===== src/rtl/team_08_cactus_scroller.sv =====
`timescale 1ns/1ps
// Cactus obstacle scroller: moves up to NUM_SLOTS obstacles left once per frame,
// spawns new ones at the right edge after an LFSR-derived gap, flags covered pixels.
module team_08_cactus_scroller #(
    parameter int         NUM_SLOTS = 3,
    parameter int         SPEED     = 4,
    parameter int         CACTUS_W  = 12,
    parameter int         SHORT_H   = 20,
    parameter int         TALL_H    = 32,
    parameter int         FLOOR_Y   = 200,
    parameter int         MIN_GAP   = 40,
    parameter logic [4:0] GAP_MASK  = 5'h1F
) (
    input  logic       clk,
    input  logic       rst,
    input  logic       run,
    input  logic       clear,
    input  logic       frame_tick,
    input  logic [8:0] x,
    input  logic [7:0] y,
    output logic       r_cactus,
    output logic       passed,
    output logic [1:0] active_cnt
);

    localparam int                 GAP_W     = $clog2(MIN_GAP + 32);
    localparam logic signed [9:0]  SPAWN_X   = 10'sd320;
    localparam logic signed [10:0] CW_S      = 11'(CACTUS_W);
    localparam logic signed [10:0] SPEED_S   = 11'(SPEED);
    localparam logic signed [10:0] FLOOR_S   = 11'(FLOOR_Y);
    localparam logic signed [10:0] SHORT_TOP = 11'(FLOOR_Y - SHORT_H);
    localparam logic signed [10:0] TALL_TOP  = 11'(FLOOR_Y - TALL_H);
    localparam logic [GAP_W-1:0]   GAP_RST   = GAP_W'(MIN_GAP);
    localparam logic [15:0]        LFSR_SEED = 16'hACE1;

    typedef enum logic {
        S_IDLE = 1'b0,
        S_RUN  = 1'b1
    } state_e;

    function automatic logic [15:0] lfsr_next(input logic [15:0] v);
        return {v[14:0], v[15] ^ v[13] ^ v[12] ^ v[10]};
    endfunction

    function automatic logic [1:0] popcount(input logic [NUM_SLOTS-1:0] v);
        logic [1:0] c;
        c = 2'd0;
        for (int i = 0; i < NUM_SLOTS; i++) begin
            c = c + {1'b0, v[i]};
        end
        return c;
    endfunction

    state_e                state_q, state_d;
    logic [NUM_SLOTS-1:0]  act_q, act_d;
    logic [NUM_SLOTS-1:0]  tall_q, tall_d;
    logic signed [9:0]     px_q [NUM_SLOTS];
    logic signed [9:0]     px_d [NUM_SLOTS];
    logic [GAP_W-1:0]      gap_q, gap_d;
    logic [15:0]           lfsr_q, lfsr_d;
    logic                  passed_q, passed_d;
    logic [1:0]            cnt_q, cnt_d;

    logic signed [10:0]    pxs_s [NUM_SLOTS];
    logic signed [10:0]    nx_s  [NUM_SLOTS];
    logic [NUM_SLOTS-1:0]  retire_s;
    logic [NUM_SLOTS-1:0]  spawn_oh_s;
    logic                  tick_s;
    logic                  spawn_s;
    logic signed [10:0]    xs_s;
    logic signed [10:0]    ys_s;
    logic                  hit_s;

    // Run/idle state follows the run input one cycle later
    always_comb begin
        state_d = state_q;
        case (state_q)
            S_IDLE: begin
                if (run) state_d = S_RUN;
                else     state_d = S_IDLE;
            end
            S_RUN: begin
                if (run) state_d = S_RUN;
                else     state_d = S_IDLE;
            end
            default: state_d = S_IDLE;
        endcase
    end

    // A tick that coincides with clear is discarded
    assign tick_s     = frame_tick & run & (state_q == S_RUN) & ~clear;
    assign spawn_oh_s = ~act_q & (act_q + {{(NUM_SLOTS-1){1'b0}}, 1'b1});
    assign spawn_s    = (gap_q == '0) & (|(~act_q));

    // Per-slot scroll position after this frame and the off-screen test
    always_comb begin
        for (int i = 0; i < NUM_SLOTS; i++) begin
            pxs_s[i]    = $signed({px_q[i][9], px_q[i]});
            nx_s[i]     = pxs_s[i] - SPEED_S;
            retire_s[i] = act_q[i] & ((nx_s[i] + CW_S) <= 11'sd0);
        end
    end

    // Slot, gap counter and LFSR next-state for clear and tick processing
    always_comb begin
        act_d    = act_q;
        tall_d   = tall_q;
        px_d     = px_q;
        gap_d    = gap_q;
        lfsr_d   = lfsr_q;
        passed_d = 1'b0;
        if (clear) begin
            act_d = '0;
            gap_d = GAP_RST;
        end else if (tick_s) begin
            // spawn only targets slots free before this tick, so it never hits a retiring one
            for (int i = 0; i < NUM_SLOTS; i++) begin
                if (spawn_s && spawn_oh_s[i]) begin
                    act_d[i]  = 1'b1;
                    px_d[i]   = SPAWN_X;
                    tall_d[i] = lfsr_q[0];
                end else if (retire_s[i]) begin
                    act_d[i] = 1'b0;
                end else if (act_q[i]) begin
                    px_d[i] = nx_s[i][9:0];
                end else begin
                    px_d[i] = px_q[i];
                end
            end
            passed_d = |retire_s;
            if (gap_q != '0) begin
                gap_d = gap_q - GAP_W'(1);
            end else if (spawn_s) begin
                gap_d = GAP_RST + GAP_W'(lfsr_q[4:0] & GAP_MASK);
            end else begin
                gap_d = gap_q;
            end
            lfsr_d = lfsr_next(lfsr_q);
        end else begin
            passed_d = 1'b0;
        end
        cnt_d = popcount(act_d);
    end

    // State registers with synchronous reset
    always_ff @(posedge clk) begin
        if (rst) begin
            state_q  <= S_IDLE;
            act_q    <= '0;
            tall_q   <= '0;
            for (int i = 0; i < NUM_SLOTS; i++) begin
                px_q[i] <= SPAWN_X;
            end
            gap_q    <= GAP_RST;
            lfsr_q   <= LFSR_SEED;
            passed_q <= 1'b0;
            cnt_q    <= 2'd0;
        end else begin
            state_q  <= state_d;
            act_q    <= act_d;
            tall_q   <= tall_d;
            for (int i = 0; i < NUM_SLOTS; i++) begin
                px_q[i] <= px_d[i];
            end
            gap_q    <= gap_d;
            lfsr_q   <= lfsr_d;
            passed_q <= passed_d;
            cnt_q    <= cnt_d;
        end
    end

    assign xs_s = {2'b00, x};
    assign ys_s = {3'b000, y};

    // Zero-latency pixel hit test; negative px clips without wrapping
    always_comb begin
        hit_s = 1'b0;
        for (int i = 0; i < NUM_SLOTS; i++) begin
            hit_s = hit_s | (act_q[i]
                          & (pxs_s[i] <= xs_s)
                          & (xs_s < (pxs_s[i] + CW_S))
                          & ((tall_q[i] ? TALL_TOP : SHORT_TOP) <= ys_s)
                          & (ys_s < FLOOR_S));
        end
    end

    assign r_cactus   = hit_s;
    assign passed     = passed_q;
    assign active_cnt = cnt_q;

endmodule


===== config.mk =====
export PLATFORM = sky130hd
export DESIGN_NAME = team_08_cactus_scroller
export DESIGN_NICKNAME = d
export VERILOG_FILES = /design/src/rtl/team_08_cactus_scroller.sv
export SDC_FILE = /design/constraint.sdc
export NUM_CORES = 1
export LEC_CHECK = 0
export CORE_ASPECT_RATIO = 1.75
export CORE_MARGIN = 2
export CORE_UTILIZATION = 25
export CTS_BUF_LIST = sky130_fd_sc_hd__clkbuf_2 sky130_fd_sc_hd__clkbuf_4 sky130_fd_sc_hd__clkbuf_8
export DETAILED_ROUTE_END_ITERATION = 12
export PLACE_DENSITY = 0.42
export SYNTH_ARGS = -nofsm -noshare
export SYNTH_HDL_FRONTEND = slang
export SYNTH_SLANG_ARGS = --single-unit

===== constraint.sdc =====
create_clock -name clk -period 7.4 [get_ports clk]
set_input_delay 1.11 -clock clk [delete_from_list [all_inputs] [get_ports clk]]
set_output_delay 1.11 -clock clk [all_outputs]
set_load 0.03 [all_outputs]

Yosys cells after proc, flatten, opt, wreduce, memory -nomap -nowiden
Cells that the tools add are included.
{ "word_totals": {"wordCells": 114, "register_bits": 63, "in_bits": 22} }
{ "classes": {"mux": 23, "n_reduce_logical": 21, "magnitude_cmp": 13, "n_bitwise": 28, "n_eq_ne": 3, "addsub": 14} }
{ "op_table": {"columns": ["op", "n"], "rows": [
  ["10-bit two-way mux", 9],
  ["10-bit by 5-bit adder with 11-bit output (second input constant)", 3],
  ["11-bit by 5-bit adder with 11-bit output (second input constant)", 3],
  ["11-bit by 1-bit <= comparator with 1-bit output (second input constant)", 3],
  ["10-bit by 11-bit less-than comparator with 1-bit output", 3],
  ["10-bit by 4-bit subtractor with 11-bit output (second input constant)", 3],
  ["10-bit <= comparator", 3],
  ["8-bit <= comparator", 3],
  ["1-bit AND", 19],
  ["5-bit two-way mux", 3],
  ["7-bit two-way mux", 2],
  ["4-bit AND reduction", 3],
  ["3-bit AND reduction", 3],
  ["3-bit OR reduction", 3],
  ["8-bit less-than comparator (second input constant)", 1],
  ["2-bit nonzero test", 4],
  ["6-bit by 5-bit adder with 7-bit output (first input constant)", 1],
  ["7-bit zero test", 1],
  ["1-bit two-way mux", 7],
  ["7-bit nonzero test", 1],
  ["7-bit by 1-bit subtractor with 7-bit output (second input constant)", 1],
  ["3-bit two-way mux", 2],
  ["2-bit by 1-bit inequality test with 1-bit output (second input constant)", 3],
  ["2-bit AND reduction", 2],
  ["10 further kinds", 16]
]} }

Depth between registers and ports, before layout
{ "logic_depth": {"ltp_word": 10, "ltp_mapped": 15, "mapped_depth_nobuf": 13} }

Worst setup path after synthesis
Ideal clock, no wire load.
{ "synth_timing": {"path_type": "input to output", "from": "input port x[3]", "to": "output port r_cactus", "setup_slack_ns": 3.335, "required_time_ns": 6.290, "t_arrival_ns": 2.955, "path_stages": 10, "cell_sequence": "inv_1 > ha_1 > a21o_1 > a21o_1 > a211oi_1 > o21bai_1 > a21oi_1 > o2111ai_1 > a2bb2oi_1 > o22ai_1"} }
{ "synth_via": {"elab_chain_len": 7, "elab_cells_between_ends": 20} }
{ "synth_rtl": {"columns": ["item", "line_no", "text"], "rows": [
  ["start, declared", "19", "input logic [8:0] x,"],
  ["10-bit <= comparator", "180", "& (pxs_s[i] <= xs_s)"],
  ["1-bit AND", "180", null],
  ["1-bit AND", "181", "& (xs_s < (pxs_s[i] + CW_S))"],
  ["1-bit AND", "182", "& ((tall_q[i] ? TALL_TOP : SHORT_TOP) <= ys_s)"],
  ["1-bit AND", "183", "& (ys_s < FLOOR_S));"],
  ["1-bit bitwise OR", "179", "hit_s = hit_s | (act_q[i]"],
  ["1-bit bitwise OR (*)", "179", null],
  ["end, declared", "21", "output logic r_cactus,"]
]} }
Every way passes the cells marked *; elsewhere a longest branch is shown, timed or not.

Final worst setup path
Ends and elaborated chain as after synthesis.

==> impl_results.html <==
<table>
<tr><th>Metric</th><th>Value</th></tr>
<tr><th colspan="2">Clock network</th></tr>
<tr><td>Clock slew at the register clock pins of the worst setup and hold paths</td><td>70 ps</td></tr>
<tr><td>Post-CTS resize count</td><td>0</td></tr>
<tr><td>Clock buffers created by TritonCTS</td><td>9</td></tr>
<tr><td>Clk_lat worst skew</td><td>360 ps</td></tr>
<tr><td>H-tree levels</td><td>3</td></tr>
<tr><td>Root buf cell</td><td>sky130_fd_sc_hd__clkbuf_8</td></tr>
<tr><td>Post-CTS Hold Fix Bufs</td><td>0</td></tr>
<tr><td>Clock tree buffer depth</td><td>2</td></tr>
<tr><td>Clock tree sinks</td><td>57</td></tr>
<tr><td>Post-CTS Setup Inserts</td><td>0</td></tr>
<tr><td>Clock tree from TritonCTS</td><td>built</td></tr>
<tr><th colspan="2">Critical path</th></tr>
<tr><td>Category of the worst setup path launch point</td><td>input port</td></tr>
<tr><td>Worst Setup Path Type</td><td>input port to output port</td></tr>
<tr><td>Path depth of the worst reg2reg path</td><td>11</td></tr>
<tr><td>Peak fanout along the critical path</td><td>4</td></tr>
<tr><td>Data arrival time of the critical path</td><td>4260 ps</td></tr>
<tr><td>Launch instance of the worst register-to-register path</td><td>px_q[12]$_SDFFE_PP0P_</td></tr>
<tr><td>Sequence of cells on the critical path</td><td>clkdlybuf4s50_1 &gt; inv_1 &gt; ha_1 &gt; a21o_1 &gt; a21o_1 &gt; a211oi_1 &gt; o21bai_1 &gt; a21oi_1 &gt; o2111ai_1 &gt; a2bb2oi_1 &gt; o22ai_1 &gt; clkdlybuf4s50_1</td></tr>
<tr><td>Worst path required time</td><td>6290 ps</td></tr>
<tr><td>Delay of the slowest cell on the worst path</td><td>730 ps</td></tr>
<tr><td>Max stage delay cell, worst path</td><td>sky130_fd_sc_hd__clkdlybuf4s50_1</td></tr>
<tr><td>Destination of the worst register-to-register timing path</td><td>active_cnt[0]$_SDFF_PP0_</td></tr>
<tr><td>CP endpoint kind</td><td>output port</td></tr>
<tr><td>Register-to-register path setup slack</td><td>3500 ps</td></tr>
<tr><th colspan="2">Detailed routing</th></tr>
<tr><td>Final Routed Wirelength</td><td>16300 um</td></tr>
<tr><td>Detail Route Antenna Nets</td><td>0</td></tr>
<tr><td>Count of TritonRoute iterations in the first routing pass</td><td>5</td></tr>
<tr><td>Average vias per placed instance</td><td>5.153</td></tr>
<tr><td>Violation count after the first detailed-route iteration</td><td>351</td></tr>
<tr><td>Number of remaining DRC errors</td><td>0</td></tr>
<tr><td>Wire length per cell after detailed routing</td><td>16.55 um</td></tr>
<tr><td>Total vias in the final route</td><td>5076</td></tr>
<tr><th colspan="2">Timing</th></tr>
<tr><td>Min cycle time layout</td><td>5375 ps</td></tr>
<tr><td>Tcrit/Tclk final</td><td>0.7263</td></tr>
<tr><td>Total of endpoints with negative setup slack in the final report</td><td>0</td></tr>
<tr><td>Actual transition at the worst max-transition pin</td><td>1039 ps</td></tr>
<tr><td>Pins Over Slew Limit</td><td>0</td></tr>
<tr><td>Worst slew margin relative to its limit</td><td>0.3037</td></tr>
<tr><td>Final Hold Violating Endpoints</td><td>0</td></tr>
<tr><td>Final sum of negative setup slack</td><td>0 ps</td></tr>
<tr><td>Highest clock frequency the design can meet</td><td>0.1861 GHz</td></tr>
<tr><td>Post-layout worst setup margin</td><td>2025 ps</td></tr>
<tr><td>Skew final</td><td>14.57 ps</td></tr>
<tr><td>Setup repair after global routing missed its margin</td><td>no</td></tr>
<tr><th colspan="2">Global routing</th></tr>
<tr><td>Total GRT Usage</td><td>0.1470</td></tr>
<tr><td>Pin count of the biggest net entering global routing</td><td>47</td></tr>
<tr><td>Gr busiest metal</td><td>met2</td></tr>
<tr><td>First-pass GRT wire length</td><td>26490 um</td></tr>
<tr><td>Grt met3 use</td><td>0.01493</td></tr>
<tr><td>Met2 layer usage reported by global route</td><td>0.2780</td></tr>
<tr><td>Initial antenna violation count</td><td>0</td></tr>
<tr><td>Via count of the first global-routing pass</td><td>5047</td></tr>
<tr><td>Total congestion overflow after global routing</td><td>0</td></tr>
<tr><td>Met1 track demand over resource in global routing</td><td>0.1667</td></tr>
<tr><th colspan="2">Min path</th></tr>
<tr><td>Worst Hold Endpoint</td><td>lfsr_q[12]$_SDFFE_PP0P_</td></tr>
<tr><td>Worst hold path startpoint</td><td>lfsr_q[11]$_SDFFE_PP1P_</td></tr>
<tr><td>Type of the most critical hold path</td><td>flip-flop to flip-flop</td></tr>
<tr><td>Number of cells on the worst hold path</td><td>2</td></tr>
<tr><th colspan="2">Pwr</th></tr>
<tr><td>Largest voltage drop on the vdd net</td><td>0.00007480 V</td></tr>
<tr><td>Tot Pwr</td><td>0.0007593 W</td></tr>
<tr><td>Cell Pwr Density</td><td>125.0 nW/um^2</td></tr>
<tr><td>Leakage dissipation</td><td>2.359 nW</td></tr>
<tr><th colspan="2">Logic synthesis</th></tr>
<tr><td>Xor-xnor portion of the synthesized cell area</td><td>0.03885</td></tr>
<tr><td>Area share of the largest cell type after synthesis</td><td>0.2109</td></tr>
<tr><td>Multiplexer share of the synthesized area</td><td>0.01411</td></tr>
<tr><td>Cell types occupying the most area after synthesis</td><td>sky130_fd_sc_hd__dfxtp_1, sky130_fd_sc_hd__ha_1, sky130_fd_sc_hd__nand2_1</td></tr>
<tr><td>Post-synth net total</td><td>781</td></tr>
<tr><td>Dominant combinational cell family by area after synthesis</td><td>simple AND/OR/NAND/NOR gates</td></tr>
<tr><td>Number of library cell types mapped by synthesis</td><td>87</td></tr>
<tr><td>Arithmetic-cell share of the synthesized area counting full adders, half adders and majority gates</td><td>0.1471</td></tr>
<tr><td>Mean cell area of the mapped netlist</td><td>7.773 sq um</td></tr>
<tr><td>Synth Area in Compound Gates</td><td>0.2512</td></tr>
<tr><td>Post-synthesis instance area</td><td>5410 sq um</td></tr>
<tr><td>Simple-gate share of the synthesized area</td><td>0.2750</td></tr>
<tr><td>Warnings, synthesis</td><td>0</td></tr>
<tr><td>Top_reg_cell synth</td><td>sky130_fd_sc_hd__dfxtp_1</td></tr>
<tr><td>Library cell occupying the most area in the post-synthesis netlist</td><td>sky130_fd_sc_hd__dfxtp_1</td></tr>
<tr><td>Number of enable-type register cells in the synthesized netlist</td><td>0</td></tr>
<tr><td>Synth async-reset ratio</td><td>0</td></tr>
<tr><td>Number of instances in the synthesized netlist</td><td>696</td></tr>
<tr><td>Number of storage elements in the synthesis netlist</td><td>57</td></tr>
<tr><td>Register area share after synthesis</td><td>0.2109</td></tr>
<tr><th colspan="2">Layout</th></tr>
<tr><td>Final design area excluding fillers</td><td>6076 sq um</td></tr>
<tr><td>Number of nets in the layout</td><td>773</td></tr>
<tr><td># fillers</td><td>2327</td></tr>
<tr><td>Ratio of cells with drive above 1 in the final layout</td><td>0.07071</td></tr>
<tr><td>Syn-to-layout area delta</td><td>12.30%</td></tr>
<tr><td>Final core utilization</td><td>0.2838</td></tr>
<tr><td>Antenna diode count</td><td>0</td></tr>
<tr><th colspan="2">Floorplan</th></tr>
<tr><td>Die Height</td><td>198.6 um</td></tr>
<tr><td>Std-Cell Core Area</td><td>21410 sq um</td></tr>
<tr><td>Placement Rows</td><td>71</td></tr>
<tr><td>Floorplan die width</td><td>115.2 um</td></tr>
<tr><td>I/O pin count</td><td>26</td></tr>
<tr><td>Die Area</td><td>22880 sq um</td></tr>
<tr><td>Starting utilization of the core area</td><td>0.2527</td></tr>
<tr><th colspan="2">Placement</th></tr>
<tr><td>Worst slack after detailed placement</td><td>2008 ps</td></tr>
<tr><td>Placed standard-cell area</td><td>5824 sq um</td></tr>
<tr><td>Port bufs</td><td>25</td></tr>
<tr><td>GP Congestion</td><td>0.8224</td></tr>
<tr><td>Post-DP HPWL</td><td>12350 um</td></tr>
<tr><th colspan="2">Run status</th></tr>
<tr><td>Outcome</td><td>finished clean</td></tr>
<tr><th colspan="2">Job</th></tr>
<tr><td>Number of max-cap violations</td><td>0</td></tr>
</table>
==> cells in the mapped netlist, drive strengths merged (4+ instances only) <==
master and count:
nand4 12, a311oi 6, xnor2 14, a41o 4, o21bai 7, o31ai 4, dfxtp 57, nor4 11
nor2b 15, nor3 20, nand3 20, a211o 4, buf 16, a31oi 5, o211ai 5, nand2 76
or3 11, o22ai 6, or4 6, clkbuf 30, a21oi 52, or2 6, ha 62, a211oi 8
nand2b 15, and3 8, a21o 14, o21a 5, inv 33, nor2 50, xor2 10, o21ai 33
nand3b 13, mux2i 5
==> per-layer routing <==
metal  vias to the layer above  wire (um)
met4                         0        302
li1                       2536          -
met1                      2418       6885
met3                        17        409
met5                         -          0
met2                       105       8702
==> power breakdown <==
group | total (W) | leakage [nW] | switching [W] | internal (W)
sequential | 0.000310 | 0.460 | 0.00000143 | 0.000308
combinational | 0.0000660 | 1.77 | 0.0000359 | 0.0000301
clock | 0.000384 | 0.126 | 0.000156 | 0.000228
==> cell type report <==
class | instances | area [sq um] | share of cell area
clock inverters | 7 | 127.6 | 0.02100
flip-flops and latches | 57 | 1141 | 0.1878
inverters | 33 | 123.9 | 0.02039
repair buffers | 27 | 265.3 | 0.04366
multi-input cells | 560 | 3929 | 0.6466
clock buffers | 9 | 123.9 | 0.02039
well taps | 292 | 365.4 | 0.06013
==> per-stage QoR <==
stage          hold slack, ps  std cells
6_report                454.9        985
5_1_grt                 473.1        985
4_1_cts                 459.7        985
3_5_place_dp            448.4        969
3_3_place_gp            436.9        969
2_1_floorplan           432.1        696
==> registers in the layout (all words and copies together), names as in the netlist <==
register	cells
px_q	24
passed	1
state_q	1
tall_q	3
active_cnt	2
lfsr_q	16
act_q	3
gap_q	7
==> placed cells by master (no fill, tap or decap), types with 13 or more instances in the layout <==
cell                              synthesis  routed
sky130_fd_sc_hd__nand2_1                 74      74
sky130_fd_sc_hd__ha_1                    62      62
sky130_fd_sc_hd__dfxtp_1                 57      57
sky130_fd_sc_hd__a21oi_1                 52      52
sky130_fd_sc_hd__nor2_1                  48      48
sky130_fd_sc_hd__inv_1                   33      33
sky130_fd_sc_hd__clkdlybuf4s50_1          0      25
sky130_fd_sc_hd__o21ai_0                 22      22
sky130_fd_sc_hd__nand3_1                 20      20
sky130_fd_sc_hd__nor3_1                  19      19
sky130_fd_sc_hd__nor2b_1                 15      15
sky130_fd_sc_hd__nand2b_1                15      15
sky130_fd_sc_hd__xnor2_1                 14      14
sky130_fd_sc_hd__a21o_1                  14      14
sky130_fd_sc_hd__nand3b_1                13      13
==> critical path: cells and delay by family <==
family	cells	cell delay, ps
compound gates	8	1380
fa+ha+maj	1	340
buf+inv	3	1420
==> kinds of logic after synthesis <==
kind of cell,count (synthesis)
compound gates,188
xor+xnor,24
fa+ha+maj,63
buf+inv,79
flops,57
mux,7
simple gates,278
==> how the worst max path moves through the flow <==
| stage | slack, ps | cells past startpoint | start | to |
|---|---|---|---|---|
| 6_report | 2030 | 12 | x[3] | r_cactus |
| 5_1_grt | 1850 | 12 | x[3] | r_cactus |
| 4_1_cts | 1990 | 12 | x[3] | r_cactus |
| 3_5_place_dp | 2010 | 12 | x[3] | r_cactus |
| 3_3_place_gp | 2050 | 12 | x[2] | r_cactus |
| 2_1_floorplan | 3330 | 10 | x[3] | r_cactus |
No activity file was read; power rests on OpenSTA's default activity.
